==> src/rtl/ex_mem_skid.sv <==
// EX->MEM pipeline register with a two-entry skid buffer; in_ready decodes registered state only.
// Optional head-entry forwarding port compiled in with EX_MEM_SKID_FWD_EN.
module ex_mem_skid #(
  parameter int unsigned XLEN = 32
) (
  input  logic            clk,
  input  logic            reset,
  input  logic            in_valid,
  output logic            in_ready,
  input  logic [XLEN-1:0] in_alu_out,
  input  logic [XLEN-1:0] in_store_data,
  input  logic [4:0]      in_rd,
  input  logic            in_rd_we,
  input  logic            flush,
  output logic            out_valid,
  input  logic            out_ready,
  output logic [XLEN-1:0] out_alu_out,
  output logic [XLEN-1:0] out_store_data,
  output logic [4:0]      out_rd,
  output logic            out_rd_we,
  output logic            fwd_valid,
  output logic [4:0]      fwd_rd,
  output logic [XLEN-1:0] fwd_data
);

  typedef enum logic [1:0] {
    S_EMPTY,
    S_ONE,
    S_FULL
  } state_t;

  typedef struct packed {
    logic [XLEN-1:0] alu;
    logic [XLEN-1:0] sd;
    logic [4:0]      rd;
    logic            we;
  } entry_t;

  state_t state, state_nx;
  entry_t head, skid, in_entry;
  logic   head_load_in, head_load_skid, skid_load;
  logic   in_xfer, out_xfer;

  assign in_ready  = (state != S_FULL);
  assign out_valid = (state != S_EMPTY);
  assign in_xfer   = in_valid & in_ready;
  assign out_xfer  = out_valid & out_ready;

  // Writes to x0 are neutralised once, at capture.
  assign in_entry.alu = in_alu_out;
  assign in_entry.sd  = in_store_data;
  assign in_entry.rd  = in_rd;
  assign in_entry.we  = in_rd_we & (in_rd != 5'd0);

  always_ff @(posedge clk) begin
    if (reset) state <= S_EMPTY;
    else       state <= state_nx;
  end

  always_comb begin
    state_nx       = state;
    head_load_in   = 1'b0;
    head_load_skid = 1'b0;
    skid_load      = 1'b0;
    if (flush) begin
      state_nx = S_EMPTY;
    end else begin
      case (state)
        S_EMPTY: begin
          if (in_xfer) begin
            state_nx     = S_ONE;
            head_load_in = 1'b1;
          end
        end
        S_ONE: begin
          if (in_xfer && out_xfer) begin
            head_load_in = 1'b1;
          end else if (in_xfer) begin
            state_nx  = S_FULL;
            skid_load = 1'b1;
          end else if (out_xfer) begin
            state_nx = S_EMPTY;
          end
        end
        S_FULL: begin
          if (out_xfer) begin
            state_nx       = S_ONE;
            head_load_skid = 1'b1;
          end
        end
        default: state_nx = S_EMPTY;
      endcase
    end
  end

  // Data registers only move on a load, so fields hold while stalled or empty.
  always_ff @(posedge clk) begin
    if (reset) begin
      head <= '0;
      skid <= '0;
    end else begin
      if (head_load_in)        head <= in_entry;
      else if (head_load_skid) head <= skid;
      if (skid_load)           skid <= in_entry;
    end
  end

  assign out_alu_out    = head.alu;
  assign out_store_data = head.sd;
  assign out_rd         = head.rd;
  assign out_rd_we      = out_valid & head.we;

`ifdef EX_MEM_SKID_FWD_EN
  assign fwd_valid = out_valid & head.we;
  assign fwd_rd    = head.rd;
  assign fwd_data  = head.alu;
`else
  assign fwd_valid = 1'b0;
  assign fwd_rd    = '0;
  assign fwd_data  = '0;
`endif

endmodule
==> config.mk <==
export PLATFORM = sky130hd
export DESIGN_NAME = ex_mem_skid
export DESIGN_NICKNAME = d
export VERILOG_FILES = /design/src/rtl/ex_mem_skid.sv
export SDC_FILE = /design/constraint.sdc
export NUM_CORES = 1
export LEC_CHECK = 0
export CORE_ASPECT_RATIO = 1.5
export CORE_MARGIN = 1.5
export CORE_UTILIZATION = 35
export DETAILED_ROUTE_END_ITERATION = 10
export PLACE_DENSITY = 0.64
export REMOVE_ABC_BUFFERS = 1
export SLEW_MARGIN = 20
export SYNTH_ARGS = -nofsm -noshare
export SYNTH_HDL_FRONTEND = slang
export SYNTH_SLANG_ARGS = --single-unit
==> constraint.sdc <==
create_clock -name clk -period 3.1 [get_ports clk]
set_clock_uncertainty 0.1 [all_clocks]
set_input_delay 0.465 -clock clk [delete_from_list [all_inputs] [get_ports clk]]
set_output_delay 0.465 -clock clk [all_outputs]
set_load 0.05 [all_outputs]
==> results_dict.tcl <==
set metrics [dict create \
    ir_drop_v 0.0002444 \
    drv_slew 0 \
    grtUsageTotal 0.1804 \
    initial_core_util 0.3546 \
    swShare 0.2708 \
    die_h_microns 173.0 \
    vias_per_cell 5.572 \
    clockBufferDepth 2 \
    final_util 0.4394 \
    dieArea_sq_mm 0.02012 \
    grt_pass1_wl_microns 28840 \
    drt_first_iter_violations 641 \
    fin_nets 878 \
    status "finished clean" \
    worstSetupEndpointType "output pin" \
    wl_per_cell_microns 17.10 \
    yosys_warnings 0 \
    clock-sinks 142 \
    dp_hpwl_microns 11220 \
    cts_setup_buffers 0 \
    cts-root-buf "clkbuf_16" \
    ant_nets 0 \
    timing.fmax_mhz 379.6 \
    fin_tns_setup_ns 0 \
    cp.required_ns 2.53 \
    core_region_area_sq_mm 0.01901 \
    die_w_microns 116.3 \
    dr.pass1.iters 5 \
    power_leakage_nw 2.613 \
    synth-main-ff-cell "dfxtp_1" \
    clk_latency_ns 0.42 \
    drive_above_1_share 0.06519 \
    ys_seq_elements 142 \
    internal_power_w 0.003371 \
    synth_area_leader_cell "dfxtp_1" \
    drc 0 \
    hp-class "reg -> reg" \
    synth_cells 786 \
    report.power.total_w 0.004622 \
    wirelength_microns 18290 \
    setup_viol_count_final 0 \
    synthArstFlopShare 0 \
    synth_edf_count 0 \
    p_per_area_mw_per_mm2 553.4 \
    tightest_slew_ns 0.6666 \
    clk_pin_slew_ns 0.06 \
    cts_tree "done" \
    rows 62 \
    p_switching_w 0.001252 \
    numPortBuffers 146 \
    hold_buffers 0 \
    maxCapViolCount 0 \
    sequentialPowerShare 0.413 \
    startpoint_type "flip-flop" \
    combPwrFrac 0.154 \
    hold_violations 0 \
    crit_type "reg -> out" \
    synth_top_area_frac 0.4218 \
    area.growth.synth_to_final_pct 23.91 \
    crit_fanout 9 \
    slew_headroom 0.5556 \
    yosysSeqAreaShare 0.4218 \
    cts_buffers 17 \
    synth_commonest_cells "dfxtp_1, a21oi_1, buf_4" \
    overflow 0 \
    num_vias 5962 \
    rsz0062_at_grt "false" \
    grt_max_degree 77 \
    antenna_found_initial 1 \
    clkPwrFrac 0.432 \
    period_share 0.8499 \
    gp_congestion 0.7588 \
    synth_cell_types 32 \
    cts_resized 0 \
    io_pins 185 \
    grt_pass1_vias 5464 \
    synth.most_common_cell "dfxtp_1" \
    period_needed_ns 2.635 \
    htreeDepth 4 \
    cp.arrival_ns 2.07 \
    syn_area_per_cell_sq_um 8.575 \
    netlist_area_sq_mm 0.006740 \
    synth_area_leaders "dfxtp_1, buf_4, a21oi_1, a32oi_1, o211ai_1" \
]
[registers in the layout (all words and copies together), names as in the netlist]
name	flops
skid	70
out_alu_out	32
out_store_data	32
out_rd	5
state	2
head	1
[area by class of cell]
type                    count  area (sq um)
fillers                  1881         10650
multi-input cells         479          2889
flip-flops and latches    142          2843
repair buffers            163          1724
clock buffers              23         488.0
well taps                 256         320.3
clock inverters             6         85.08
diodes                      1         2.502
[layout by cell type, fill, tap and decap left out, types with 2 or more instances in the layout]
cell,count
bufinv_16,2
nand3_1,69
clkdlybuf4s50_1,145
a32oi_1,69
clkinv_2,2
clkbuf_1,2
clkbuf_8,4
clkinvlp_4,2
o211ai_1,69
dfxtp_1,142
o21ai_0,71
a21oi_1,140
buf_4,7
conb_1,38
mux2i_1,2
clkbuf_16,17
nor2_1,2
buf_12,11
[critical path, cell delays in order (launching register included)]
cell,delay (ns)
dfxtp_1,0.55
or2_2,0.19
and2_1,0.12
clkdlybuf4s50_1,0.79
[path summary, 6_finish.rpt]
path	start	cells past startpoint	slack (ns)	to
max	state[1]	3	0.47	out_rd_we
min	skid[35]	2	0.37	skid[35]
min reg2reg	skid[35]	2	0.37	skid[35]
max reg2reg	state[1]	4	1.29	skid[13]
[power groups by stage]
stage               Sequential (W)  Clock (W)  Combinational, W
floorplan                  0.00209          0          0.000254
global placement           0.00195          0          0.000711
detailed placement         0.00195          0          0.000711
CTS                        0.00191    0.00204          0.000713
global route               0.00192    0.00212          0.000750
finish                     0.00191    0.00200          0.000712
[stage by stage]
| step | worst slack [ns] | hold WS (ns) | std cells | cell area [sq um] |
|---|---|---|---|---|
| after global placement | 0.6901 | 0.3594 | 1040 | 7776 |
| after detailed placement | 0.6863 | 0.3657 | 1040 | 7776 |
| after global routing | 0.3656 | 0.3899 | 1069 | 8349 |
| after CTS | 0.4365 | 0.3736 | 1069 | 8349 |
| after floorplan | -5.739 | 0.3470 | 621 | 5678 |
| final | 0.4653 | 0.3742 | 1070 | 8352 |
[kinds of logic after synthesis]
| group | Yosys count | synth area share |
|---|---|---|
| compound gates | 354 | 0.3289 |
| buf+inv | 202 | 0.1782 |
| flops | 142 | 0.4218 |
| simple gates | 85 | 0.06757 |
| mux | 2 | 0.002970 |
| other cells | 1 | 0.0005564 |
[layer usage]
layer	up-vias	global-route usage	part of all wire
met2	230	0.3076	0.51
met5	-	0	0
met1	2863	0.2148	0.40
met4	0	0.07876	0.032
li1	2832	-	-
met3	37	0.03821	0.052
Power figures use the tool's default switching activity.
